==> config.mk <==
export PLATFORM = sky130hd
export DESIGN_NAME = reg_alu_pipe
export DESIGN_NICKNAME = d
export VERILOG_FILES = /design/src/rtl/reg_alu_pipe_pkg.sv /design/src/rtl/mul_iter.sv /design/src/rtl/reg_alu_pipe.sv
export SDC_FILE = /design/constraint.sdc
export NUM_CORES = 1
export LEC_CHECK = 0
export BUFFER_PORTS_ARGS = -buffer_cell sky130_fd_sc_hd__clkbuf_2
export CAP_MARGIN = 20
export CORE_ASPECT_RATIO = 1.75
export CORE_MARGIN = 10
export CORE_UTILIZATION = 50
export DETAILED_ROUTE_END_ITERATION = 16
export GPL_TIMING_DRIVEN = 1
export PLACE_DENSITY = 0.75
export SLEW_MARGIN = 25
export SYNTH_ARGS = -nofsm -noshare
export SYNTH_HDL_FRONTEND = slang
export SYNTH_SLANG_ARGS = --single-unit
==> constraint.sdc <==
create_clock -name clk -period 4.7 [get_ports clk]
set_input_delay 0.94 -clock clk [delete_from_list [all_inputs] [get_ports clk]]
set_output_delay 0.94 -clock clk [all_outputs]
set_load 0.05 [all_outputs]
==> src/rtl/reg_alu_pipe_pkg.sv <==
// Shared opcode, write-back select, flag position and FSM encodings for reg_alu_pipe.
package reg_alu_pipe_pkg;

    localparam logic [3:0] OP_ADD = 4'd0;
    localparam logic [3:0] OP_SUB = 4'd1;
    localparam logic [3:0] OP_AND = 4'd2;
    localparam logic [3:0] OP_OR  = 4'd3;
    localparam logic [3:0] OP_XOR = 4'd4;
    localparam logic [3:0] OP_MOV = 4'd5;
    localparam logic [3:0] OP_LSH = 4'd6;
    localparam logic [3:0] OP_CMP = 4'd7;
    localparam logic [3:0] OP_MUL = 4'd8;

    localparam logic [2:0] WB_PC   = 3'd0;
    localparam logic [2:0] WB_COND = 3'd1;
    localparam logic [2:0] WB_ALU  = 3'd2;
    localparam logic [2:0] WB_MEM  = 3'd3;
    localparam logic [2:0] WB_DROM = 3'd4;

    localparam int unsigned PSR_C = 0;
    localparam int unsigned PSR_L = 1;
    localparam int unsigned PSR_F = 2;
    localparam int unsigned PSR_Z = 3;
    localparam int unsigned PSR_N = 4;

    typedef enum logic [1:0] {
        IDLE     = 2'd0,
        MUL_BUSY = 2'd1,
        MUL_DONE = 2'd2
    } state_e;

endpackage

==> src/rtl/mul_iter.sv <==
// Iterative shift-add multiplier: one partial product per cycle, low DATAWIDTH bits kept.
module mul_iter #(
    parameter int unsigned DATAWIDTH = 16
) (
    input  logic                 clk,
    input  logic                 rst_n,
    input  logic                 start,
    input  logic [DATAWIDTH-1:0] a,
    input  logic [DATAWIDTH-1:0] b,
    output logic                 busy,
    output logic                 done_c,
    output logic [DATAWIDTH-1:0] product
);

    localparam int unsigned CW = $clog2(DATAWIDTH);

    logic [DATAWIDTH-1:0] a_q, a_d, b_q, b_d, acc_q, acc_d;
    logic [CW-1:0]        cnt_q, cnt_d;
    logic                 busy_q, busy_d;

    // High during the cycle whose closing edge performs the final iteration.
    assign done_c  = busy_q && (cnt_q == CW'(DATAWIDTH - 1));
    assign busy    = busy_q;
    assign product = acc_q;

    always_comb begin
        a_d    = a_q;
        b_d    = b_q;
        acc_d  = acc_q;
        cnt_d  = cnt_q;
        busy_d = busy_q;
        if (start) begin
            a_d    = a;
            b_d    = b;
            acc_d  = '0;
            cnt_d  = '0;
            busy_d = 1'b1;
        end else if (busy_q) begin
            if (b_q[0]) begin
                acc_d = acc_q + a_q;
            end
            a_d   = a_q << 1;
            b_d   = b_q >> 1;
            cnt_d = cnt_q + CW'(1);
            if (done_c) begin
                busy_d = 1'b0;
            end
        end
    end

    always_ff @(posedge clk or negedge rst_n) begin
        if (!rst_n) begin
            a_q    <= '0;
            b_q    <= '0;
            acc_q  <= '0;
            cnt_q  <= '0;
            busy_q <= 1'b0;
        end else begin
            a_q    <= a_d;
            b_q    <= b_d;
            acc_q  <= acc_d;
            cnt_q  <= cnt_d;
            busy_q <= busy_d;
        end
    end

endmodule

==> src/rtl/reg_alu_pipe.sv <==
// Two-stage register-file/ALU pipeline (EX then WB) with WB->EX forwarding and an
// iterative multiplier that stalls issue while it runs.
module reg_alu_pipe
    import reg_alu_pipe_pkg::*;
#(
    parameter  int unsigned DATAWIDTH = 16,
    parameter  int unsigned REGCOUNT  = 16,
    parameter  int unsigned IMMWIDTH  = 8,
    localparam int unsigned REGWIDTH  = $clog2(REGCOUNT)
) (
    input  logic                 clk,
    input  logic                 rst_n,
    input  logic                 valid_in,
    output logic                 ready_out,
    input  logic                 write,
    input  logic                 IMM_MUX,
    input  logic [2:0]           WB_MUX,
    input  logic [REGWIDTH-1:0]  rSrc,
    input  logic [REGWIDTH-1:0]  rDst,
    input  logic [3:0]           aluOp,
    input  logic [IMMWIDTH-1:0]  imm_in,
    input  logic                 COND_RSLT,
    input  logic [DATAWIDTH-1:0] pc_ra,
    input  logic [DATAWIDTH-1:0] mem_data,
    input  logic [DATAWIDTH-1:0] drom,
    output logic [DATAWIDTH-1:0] dSrc,
    output logic [DATAWIDTH-1:0] dDst,
    output logic [DATAWIDTH-1:0] alu_Result,
    output logic [4:0]           psrOut,
    output logic                 wb_valid,
    output logic [REGWIDTH-1:0]  wb_reg
);

    localparam int unsigned MSB = DATAWIDTH - 1;

    logic [DATAWIDTH-1:0] regs_q [REGCOUNT];

    state_e               state_q, state_d;
    logic                 ready_q, ready_d;
    logic                 wb_valid_q, wb_valid_d;
    logic [REGWIDTH-1:0]  wb_reg_q, wb_reg_d;
    logic [DATAWIDTH-1:0] wb_data_q, wb_data_d;
    logic [DATAWIDTH-1:0] alu_q, alu_d;
    logic [4:0]           psr_q, psr_d;
    logic                 mul_wr_q, mul_wr_d;
    logic [REGWIDTH-1:0]  mul_dst_q, mul_dst_d;

    logic [DATAWIDTH-1:0] imm_ex_c, src_c, alu_res_c, wb_mux_c, mul_product;
    logic [DATAWIDTH:0]   sum_c, diff_c;
    logic [3:0]           shamt_c;
    logic [4:0]           psr_new_c;
    logic                 accept_c, mul_start_c, mul_busy, mul_done_c;

    // Reads see the value WB is about to write, so dependent ops issue back to back.
    assign dSrc = (wb_valid_q && (wb_reg_q == rSrc)) ? wb_data_q : regs_q[rSrc];
    assign dDst = (wb_valid_q && (wb_reg_q == rDst)) ? wb_data_q : regs_q[rDst];

    assign imm_ex_c    = DATAWIDTH'($signed(imm_in));
    assign src_c       = IMM_MUX ? imm_ex_c : dSrc;
    assign accept_c    = valid_in && ready_q;
    assign mul_start_c = accept_c && (state_q == IDLE) && (aluOp == OP_MUL);

    assign ready_out  = ready_q;
    assign wb_valid   = wb_valid_q;
    assign wb_reg     = wb_reg_q;
    assign alu_Result = alu_q;
    assign psrOut     = psr_q;

    always_comb begin
        sum_c     = {1'b0, dDst} + {1'b0, src_c};
        diff_c    = {1'b0, dDst} - {1'b0, src_c};
        shamt_c   = src_c[MSB] ? 4'(-src_c) : src_c[3:0];
        alu_res_c = src_c;
        psr_new_c = psr_q;
        case (aluOp)
            OP_ADD: begin
                alu_res_c        = sum_c[MSB:0];
                psr_new_c[PSR_C] = sum_c[DATAWIDTH];
                psr_new_c[PSR_F] = (dDst[MSB] == src_c[MSB]) && (sum_c[MSB] != dDst[MSB]);
            end
            OP_SUB: begin
                alu_res_c        = diff_c[MSB:0];
                psr_new_c[PSR_C] = diff_c[DATAWIDTH];
                psr_new_c[PSR_F] = (dDst[MSB] != src_c[MSB]) && (diff_c[MSB] != dDst[MSB]);
            end
            OP_AND: alu_res_c = dDst & src_c;
            OP_OR:  alu_res_c = dDst | src_c;
            OP_XOR: alu_res_c = dDst ^ src_c;
            OP_MOV: alu_res_c = src_c;
            OP_LSH: alu_res_c = src_c[MSB] ? (dDst >> shamt_c) : (dDst << shamt_c);
            OP_CMP: begin
                // CMP passes dDst through so a write-back leaves the register unchanged.
                alu_res_c        = dDst;
                psr_new_c[PSR_L] = src_c > dDst;
                psr_new_c[PSR_N] = $signed(src_c) > $signed(dDst);
                psr_new_c[PSR_Z] = src_c == dDst;
            end
            default: alu_res_c = src_c;
        endcase
    end

    always_comb begin
        case (WB_MUX)
            WB_PC:   wb_mux_c = pc_ra;
            WB_COND: wb_mux_c = DATAWIDTH'(COND_RSLT);
            WB_ALU:  wb_mux_c = alu_res_c;
            WB_MEM:  wb_mux_c = mem_data;
            WB_DROM: wb_mux_c = drom;
            default: wb_mux_c = '0;
        endcase
    end

    // Issue control; a multiply always writes its product, whatever WB_MUX was.
    always_comb begin
        state_d    = state_q;
        wb_valid_d = 1'b0;
        wb_reg_d   = wb_reg_q;
        wb_data_d  = wb_data_q;
        alu_d      = alu_q;
        psr_d      = psr_q;
        mul_wr_d   = mul_wr_q;
        mul_dst_d  = mul_dst_q;
        case (state_q)
            IDLE: begin
                if (mul_start_c) begin
                    state_d   = MUL_BUSY;
                    mul_wr_d  = write;
                    mul_dst_d = rDst;
                end else if (accept_c) begin
                    wb_valid_d = write;
                    wb_reg_d   = rDst;
                    wb_data_d  = wb_mux_c;
                    alu_d      = alu_res_c;
                    psr_d      = psr_new_c;
                end
            end
            MUL_BUSY: begin
                if (mul_busy && mul_done_c) begin
                    state_d = MUL_DONE;
                end
            end
            MUL_DONE: begin
                state_d    = IDLE;
                wb_valid_d = mul_wr_q;
                wb_reg_d   = mul_dst_q;
                wb_data_d  = mul_product;
                alu_d      = mul_product;
            end
            default: state_d = IDLE;
        endcase
        ready_d = (state_d == IDLE);
    end

    always_ff @(posedge clk or negedge rst_n) begin
        if (!rst_n) begin
            state_q    <= IDLE;
            ready_q    <= 1'b1;
            wb_valid_q <= 1'b0;
            wb_reg_q   <= '0;
            wb_data_q  <= '0;
            alu_q      <= '0;
            psr_q      <= '0;
            mul_wr_q   <= 1'b0;
            mul_dst_q  <= '0;
        end else begin
            state_q    <= state_d;
            ready_q    <= ready_d;
            wb_valid_q <= wb_valid_d;
            wb_reg_q   <= wb_reg_d;
            wb_data_q  <= wb_data_d;
            alu_q      <= alu_d;
            psr_q      <= psr_d;
            mul_wr_q   <= mul_wr_d;
            mul_dst_q  <= mul_dst_d;
        end
    end

    // Register array is intentionally left out of reset.
    always_ff @(posedge clk) begin
        if (wb_valid_q) begin
            regs_q[wb_reg_q] <= wb_data_q;
        end
    end

    mul_iter #(
        .DATAWIDTH(DATAWIDTH)
    ) u_mul (
        .clk    (clk),
        .rst_n  (rst_n),
        .start  (mul_start_c),
        .a      (dDst),
        .b      (src_c),
        .busy   (mul_busy),
        .done_c (mul_done_c),
        .product(mul_product)
    );

endmodule

-- Yosys cells after proc, flatten, opt, wreduce, memory -nomap -nowiden
Memories as Yosys holds them, arrays and structs flattened.
Index checks and enable logic that the tools add are counted.
- eq/ne operators: 23
- bitwise operators: 4
- reduce and logical (&&, ||, !) cells: 22
- order comparisons: 2
- multiplexer cells: 38
- add/subtract/negate cells: 5
- shift-type cells: 2
- operator list (kind ; number):
    $mux W16 ; 15
    $pmux W16 S7 ; 1
    $pmux W16 S5 ; 1
    $pmux W16 S2 ; 2
    $gt A16 B16 Y1 ; 2
    $mux W4 ; 5
    $add A16 B16 Y17 ; 1
    $sub A16 B16 Y17 ; 1
    $add A16 B16 Y16 ; 1
    $and A16 B16 Y16 ; 1
    $eq A16 B16 Y1 ; 1
    $or A16 B16 Y16 ; 1
    $shl A16 B4 Y16 ; 1
    $shr A16 B4 Y16 ; 1
    $xor A16 B16 Y16 ; 1
    $eq A4 B3 Y1 const B ; 3
    $logic_and A1 B1 Y1 ; 9
    $eq A4 B2 Y1 const B ; 2
    $eq A4 B4 Y1 ; 2
    $eq A4 B4 Y1 const B ; 2
    $pmux W4 S2 ; 1
    $reduce_and A4 Y1 ; 2
    $reduce_bool A2 Y1 ; 4
    $mux W1 ; 7
    20 further kinds ; 29
- input port bits: 77
- logic and storage cells: 112
- register bits after elaboration: 103
- bits in writable memories: 256
- output and inout bits: 59
- memories: 1
- memories (memory ; depth ; bits a word ; rd ports ; clocked after Yosys merged registers in ; write ports ; RTL line ; RTL):
    regs_q ; 16 ; 16 ; 2 ; 0 ; 1 ; reg_alu_pipe.sv:36 ; logic [DATAWIDTH-1:0] regs_q [REGCOUNT];

-- Depth between registers and ports, before layout
- word-level depth: 13
- depth in mapped cells: 23
- depth with buffers taken out: 19

-- Cells and area by module
From an unflattened synthesis, not the netlist that was laid out.
- cells, all modules: 1911
- area total of the unflattened synthesis: 22710.5 um^2
- by module, submodules not included (module ; area an instance (um^2) ; sequential area each (um^2) ; cells an instance ; times used):
    reg_alu_pipe ; 19557.5 ; 8939.8 ; 1571 ; 1
    mul_iter ; 3153.0 ; 1326.3 ; 340 ; 1

-- Worst setup path before layout
OpenSTA, ideal clock, no wires.
- kind: input to register
- start point: input port rSrc[0]
- end point: register alu_q[15] (netlist: alu_Result[15])
- path slack: -1.881 ns
- data arrival time: 6.504 ns
- buffers on the path: 5
- required time: 4.623 ns
- stages on the path: 21
- library setup time: 0.077 ns
- path through: buf_4 > buf_4 > buf_1 > buf_2 > mux4_2 > mux4_2 > nand2_1 > nand2_1 > o21a_1 > inv_1 > ha_1 > clkbuf_1 > a211oi_1 > a21bo_2 > a2111oi_0 > nor4b_1 > or3_1 > a32oi_1 > a41oi_1 > a221o_1 > a21oi_1
- elaborated cells between the ends (all ways): 19
- classes of those cells: 3 x add/sub; 1 x eq/ne; 2 x shift; 8 x mux; 3 x bitwise; 1 x reduce/logical; 1 x memory
- RTL lines (element ; RTL line ; RTL):
    start, declared ; reg_alu_pipe.sv:18 ; input logic [REGWIDTH-1:0] rSrc,
    branches (longest 2 deep; another with $mem_v2 Z16 W16) ; -- ;
    $mux W16 (*) ; reg_alu_pipe.sv:55 ; assign dSrc = (wb_valid_q && (wb_reg_q == rSrc)) ? wb_data_q : regs_q[rSrc];
    net dSrc[7] ; reg_alu_pipe.sv:26 ; output logic [DATAWIDTH-1:0] dSrc,
    $mux W16 (*) ; reg_alu_pipe.sv:59 ; assign src_c = IMM_MUX ? imm_ex_c : dSrc;
    $sub A16 B16 Y17 or $add A16 B16 Y17 (tied branches) ; reg_alu_pipe.sv:71, reg_alu_pipe.sv:70 ;
    $pmux W16 S7 (*) ; reg_alu_pipe.sv:75 ; case (aluOp)
    $mux W16 (*) ; reg_alu_pipe.sv:129 ; end else if (accept_c) begin
    $mux W16 (*) ; reg_alu_pipe.sv:125 ; if (mul_start_c) begin
    $pmux W16 S2 (*) ; reg_alu_pipe.sv:123 ; case (state_q)
    end signal, assigned ; reg_alu_pipe.sv:171 ; alu_q <= alu_d;
    end, declared ; reg_alu_pipe.sv:43 ; logic [DATAWIDTH-1:0] alu_q, alu_d;
Mark *: on every way through the listed nets, which the timed path passes. The select of a mux whose other input is x is not followed.
A chain may end at the register's enable or synchronous reset.

-- Worst setup path after layout
- start point: input port rDst[0]
- end point: register wb_data_q[15]
- cells in the longest elaborated chain, start to end: 10
- elaborated cells between the ends (all ways): 17
- classes of those cells: 2 x add/sub; 1 x eq/ne; 2 x shift; 7 x mux; 3 x bitwise; 1 x reduce/logical; 1 x memory
- RTL lines (element ; RTL line ; RTL):
    start, declared ; reg_alu_pipe.sv:19 ; input logic [REGWIDTH-1:0] rDst,
    branches (longest 2 deep; another with $mem_v2 Z16 W16) ; -- ;
    $mux W16 (*) ; reg_alu_pipe.sv:56 ; assign dDst = (wb_valid_q && (wb_reg_q == rDst)) ? wb_data_q : regs_q[rDst];
    branches (longest 2 deep; another with $sub A16 B16 Y17) ; -- ;
    $pmux W16 S7 (*) ; reg_alu_pipe.sv:75 ;
    $pmux W16 S5 (*) ; reg_alu_pipe.sv:103 ; case (WB_MUX)
    $mux W16 (*) ; reg_alu_pipe.sv:129 ;
    $mux W16 (*) ; reg_alu_pipe.sv:125 ;
    $pmux W16 S2 (*) ; reg_alu_pipe.sv:123 ;
    end signal, assigned ; reg_alu_pipe.sv:170 ; wb_data_q <= wb_data_d;
    end, declared ; reg_alu_pipe.sv:42 ; logic [DATAWIDTH-1:0] wb_data_q, wb_data_d;
Mark *: on every way between the ends. The select of a mux whose other input is x is not followed.

==> flow_summary.yaml <==
worst_setup_path:
  worstSetupPathDepth: 20
  crit_path_start_kind: "primary input"
  crit_path_end_kind: "register"
  worstReg2RegStart: "wb_reg[1]"
  worstSetupStartpoint: "rDst[0]"
  r2r_slack_ns: 0.06
  crit_required_ns: 5.18
  cp_top_family: "compound AO/OA/AOI/OAI gates"
  cp_cell_sequence: "buf_16 -> buf_12 -> mux4_2 -> mux4_2 -> mux2i_1 -> buf_4 -> clkinvlp_4 -> ha_4 -> nand2b_4 -> a21oi_4 -> a211oi_2 -> a21bo_2 -> a2111oi_4 -> nor4b_4 -> or3_1 -> a32oi_1 -> buf_4 -> a41oi_2 -> a221o_1 -> a21oi_1"
  cp_data_arrival_time_ns: 5.25
  cp_max_fo: 8
  crit_type: "in2reg"
  r2r_end: "wb_data_q[15]"
  slowest_delay_ns: 0.48
  critPathBufInv: 5
  endpoint: "wb_data_q[15]"
  rr_worst_depth: 21
  slowest_stage: "mux4_2"
placed_design:
  io_buffers: 135
  dp_hpwl_um: 71300
  placedCellCount: 2941
  place_ws_ns: -0.979
  place_congestion: 1.09
  place_area_sq_mm: 0.0275
logic_synthesis:
  synth-edff-count: 256
  synth-seq-area-share_pct: 45.3
  synth.avg_cell_area_sq_um: 11.7
  ys_types: 93
  synthArstFlopShare_pct: 28.7
  synth.cell_area_sq_mm: 0.0226
  syn_nets: 2098
  synth_seq_cells: 359
  synth_cells: 1935
  synth_warnings: 0
  synthFlopType: "edfxtp_1"
sta:
  hold_viol: 0
  fin_hold_ws_ns: 0.420
  slew_headroom_pct: 31.1
  period_share_pct: 102
  rsz0062_at_grt: "true"
  fin_ws_ns: -0.0730
  min_period_ns: 4.77
  fmaxAchievable_mhz: 210
  tns_ns: -0.311
  skew_ns: 0.0299
  finalSetupViolations: 8
  max_slew.worst_pin.slew_ns: 1.03
  drv_slew: 0
routing:
  ant_nets: 0
  first_pass_iters: 6
  avgRoutedWirePerCell_um: 32.3
  via_count: 21000
  routed_via_density: 6.85
  routed_wl_um: 98700
  drc_errors: 0
  drt_iter0_drc: 2247
cts:
  cts_tree: "yes"
  insertion_delay_ns: 0.56
  numCtsBuffers: 34
  cts_htree_levels: 2
  cts.clk_slew.worst_paths_ns: 0.07
  cts.sinks: 359
  root_buffer: "clkbuf_16"
  clockBufferDepth: 3
global_route:
  grt_pass1_wl_um: 140000
  antenna_found_initial: 1
  grt_pass1_vias: 21100
  grt_max_degree: 57
  grt-ovfl-total: 0
  grt_use_total_pct: 34.7
status:
  status: "finished, violations left"
  violations: "negative setup slack"
pwr:
  vdd_drop_max_mv: 0.471
  power_density_mw_per_mm2: 448
  power.total_mw: 13.5
  p_leak_nw: 12.0
floorplan:
  die_y_um: 302
  start_util_pct: 50.4
  dieArea_sq_mm: 0.0545
  die_w_um: 181
  ios: 136
  row_count: 103
  coreArea_sq_mm: 0.0450
finish:
  nets: 2622
  largest_register: "regs_q"
  stdcell_area_sq_mm: 0.0302
  fin_util_pct: 67.2
  fin_cells: 3060
  drive_above_1_share_pct: 41.6
  diodes: 0
  synthToLayoutAreaGrowth_pct: 33.4
  largest_register_ffs: 256
min_path:
  hold_path_class: "in2async"
job:
  max-cap-violations: 0
-- synthesized netlist by cell type (13+ instances only) --
cell,count,area share [%]
nor2b_1,25,0.69
a21oi_1,98,2.2
edfxtp_1,256,34
ha_1,83,4.6
nand2_1,222,3.7
a31oi_1,19,0.52
o22ai_1,13,0.36
o21ai_0,115,2.5
dfrtp_1,102,11
nand3_1,26,0.57
a21o_1,13,0.43
buf_1,15,0.25
inv_1,58,0.96
xnor2_1,24,0.93
o21ai_1,13,0.29
buf_2,19,0.42
nor2_1,117,1.9
nand2b_1,24,0.66
mux2_2,14,0.70
mux2i_1,88,3.9
mux4_2,157,16
nor3_1,39,0.86
a211oi_1,36,1.2
clkbuf_1,89,1.5
a22oi_1,21,0.70
o211ai_1,22,0.73
-- final cells by class --
type / count / area [sq um]
fillers: 3209 / 14800
multi-input cells: 1371 / 12500
flip-flops and latches: 359 / 10300
repair buffers: 622 / 5280
clock buffers: 41 / 928
well taps: 577 / 722
inverters: 71 / 289
clock inverters: 19 / 230
-- worst register-to-register path, delay by kind of cell, from the launching register on --
kind / cells / cell delay [ns]
muxes: 1 / 0.31
xor gates and xnor gates: 1 / 0.15
AOI/OAI and AO/OA: 8 / 1.65
adders and majority gates: 1 / 0.26
and+or+nand+nor: 4 / 0.72
buffers and inverters: 6 / 1.04
DFF: 1 / 0.44
-- where the power goes --
| group | total, mW | internal (mW) | switching (mW) | leakage, nW |
|---|---|---|---|---|
| clock | 2.96 | 1.65 | 1.31 | 0.569 |
| combinational | 5.79 | 2.31 | 3.48 | 7.83 |
| sequential | 4.77 | 4.15 | 0.619 | 3.65 |
| total | 13.5 | 8.12 | 5.41 | 12.0 |
-- placed cells by master, fill, tap and decap left out, types with 72 or more instances in the layout --
master	netlist	layout
buf_4	4	434
edfxtp_1	256	256
nand2_1	222	210
mux4_2	157	157
clkbuf_2	0	107
nor2_1	117	104
dfrtp_1	102	101
o21ai_0	115	88
a21oi_1	98	83
mux2i_1	88	79
ha_1	83	72
-- cells by family (layout without fill, tap and decap cells) --
family | Yosys count | after routing | synth area share (%)
AO/OA/AOI/OAI | 475 | 475 | 14.0
XOR/XNOR | 33 | 33 | 1.28
adder cells (fa/ha/maj) | 86 | 86 | 4.85
buffers and inverters | 205 | 753 | 3.80
flip-flops | 359 | 359 | 45.3
multiplexers | 261 | 261 | 20.3
AND/OR/NAND/NOR | 516 | 516 | 10.4
-- how the worst min path moves through the flow --
stage / to / start
2_1_floorplan: mul_dst_q[0] / mul_dst_q[0]
3_3_place_gp: mul_dst_q[2] / mul_dst_q[2]
3_5_place_dp: mul_wr_q / mul_wr_q
4_1_cts: psrOut[2] / rst_n
5_1_grt: psrOut[2] / rst_n
6_report: psrOut[2] / rst_n
-- metal layers --
metal	routed length, um	track usage, %	up-vias
met5	13	0	-
met4	11400	31.7	2
met3	8870	7.31	580
met2	48000	58.7	1596
met1	30400	35.4	10300
li1	-	-	8505
-- repair_timing --
| item | CTS | global route |
|---|---|---|
| cloned | 6 | 1 |
| hold buffers | 0 | 0 |
| buffers inserted | 23 | 31 |
| endpoints found under the setup margin | 33 | 35 |
| pin swaps | 24 | 66 |
| gates resized for setup | 84 | 122 |
Note: power is estimated with default switching activity, not from simulation.
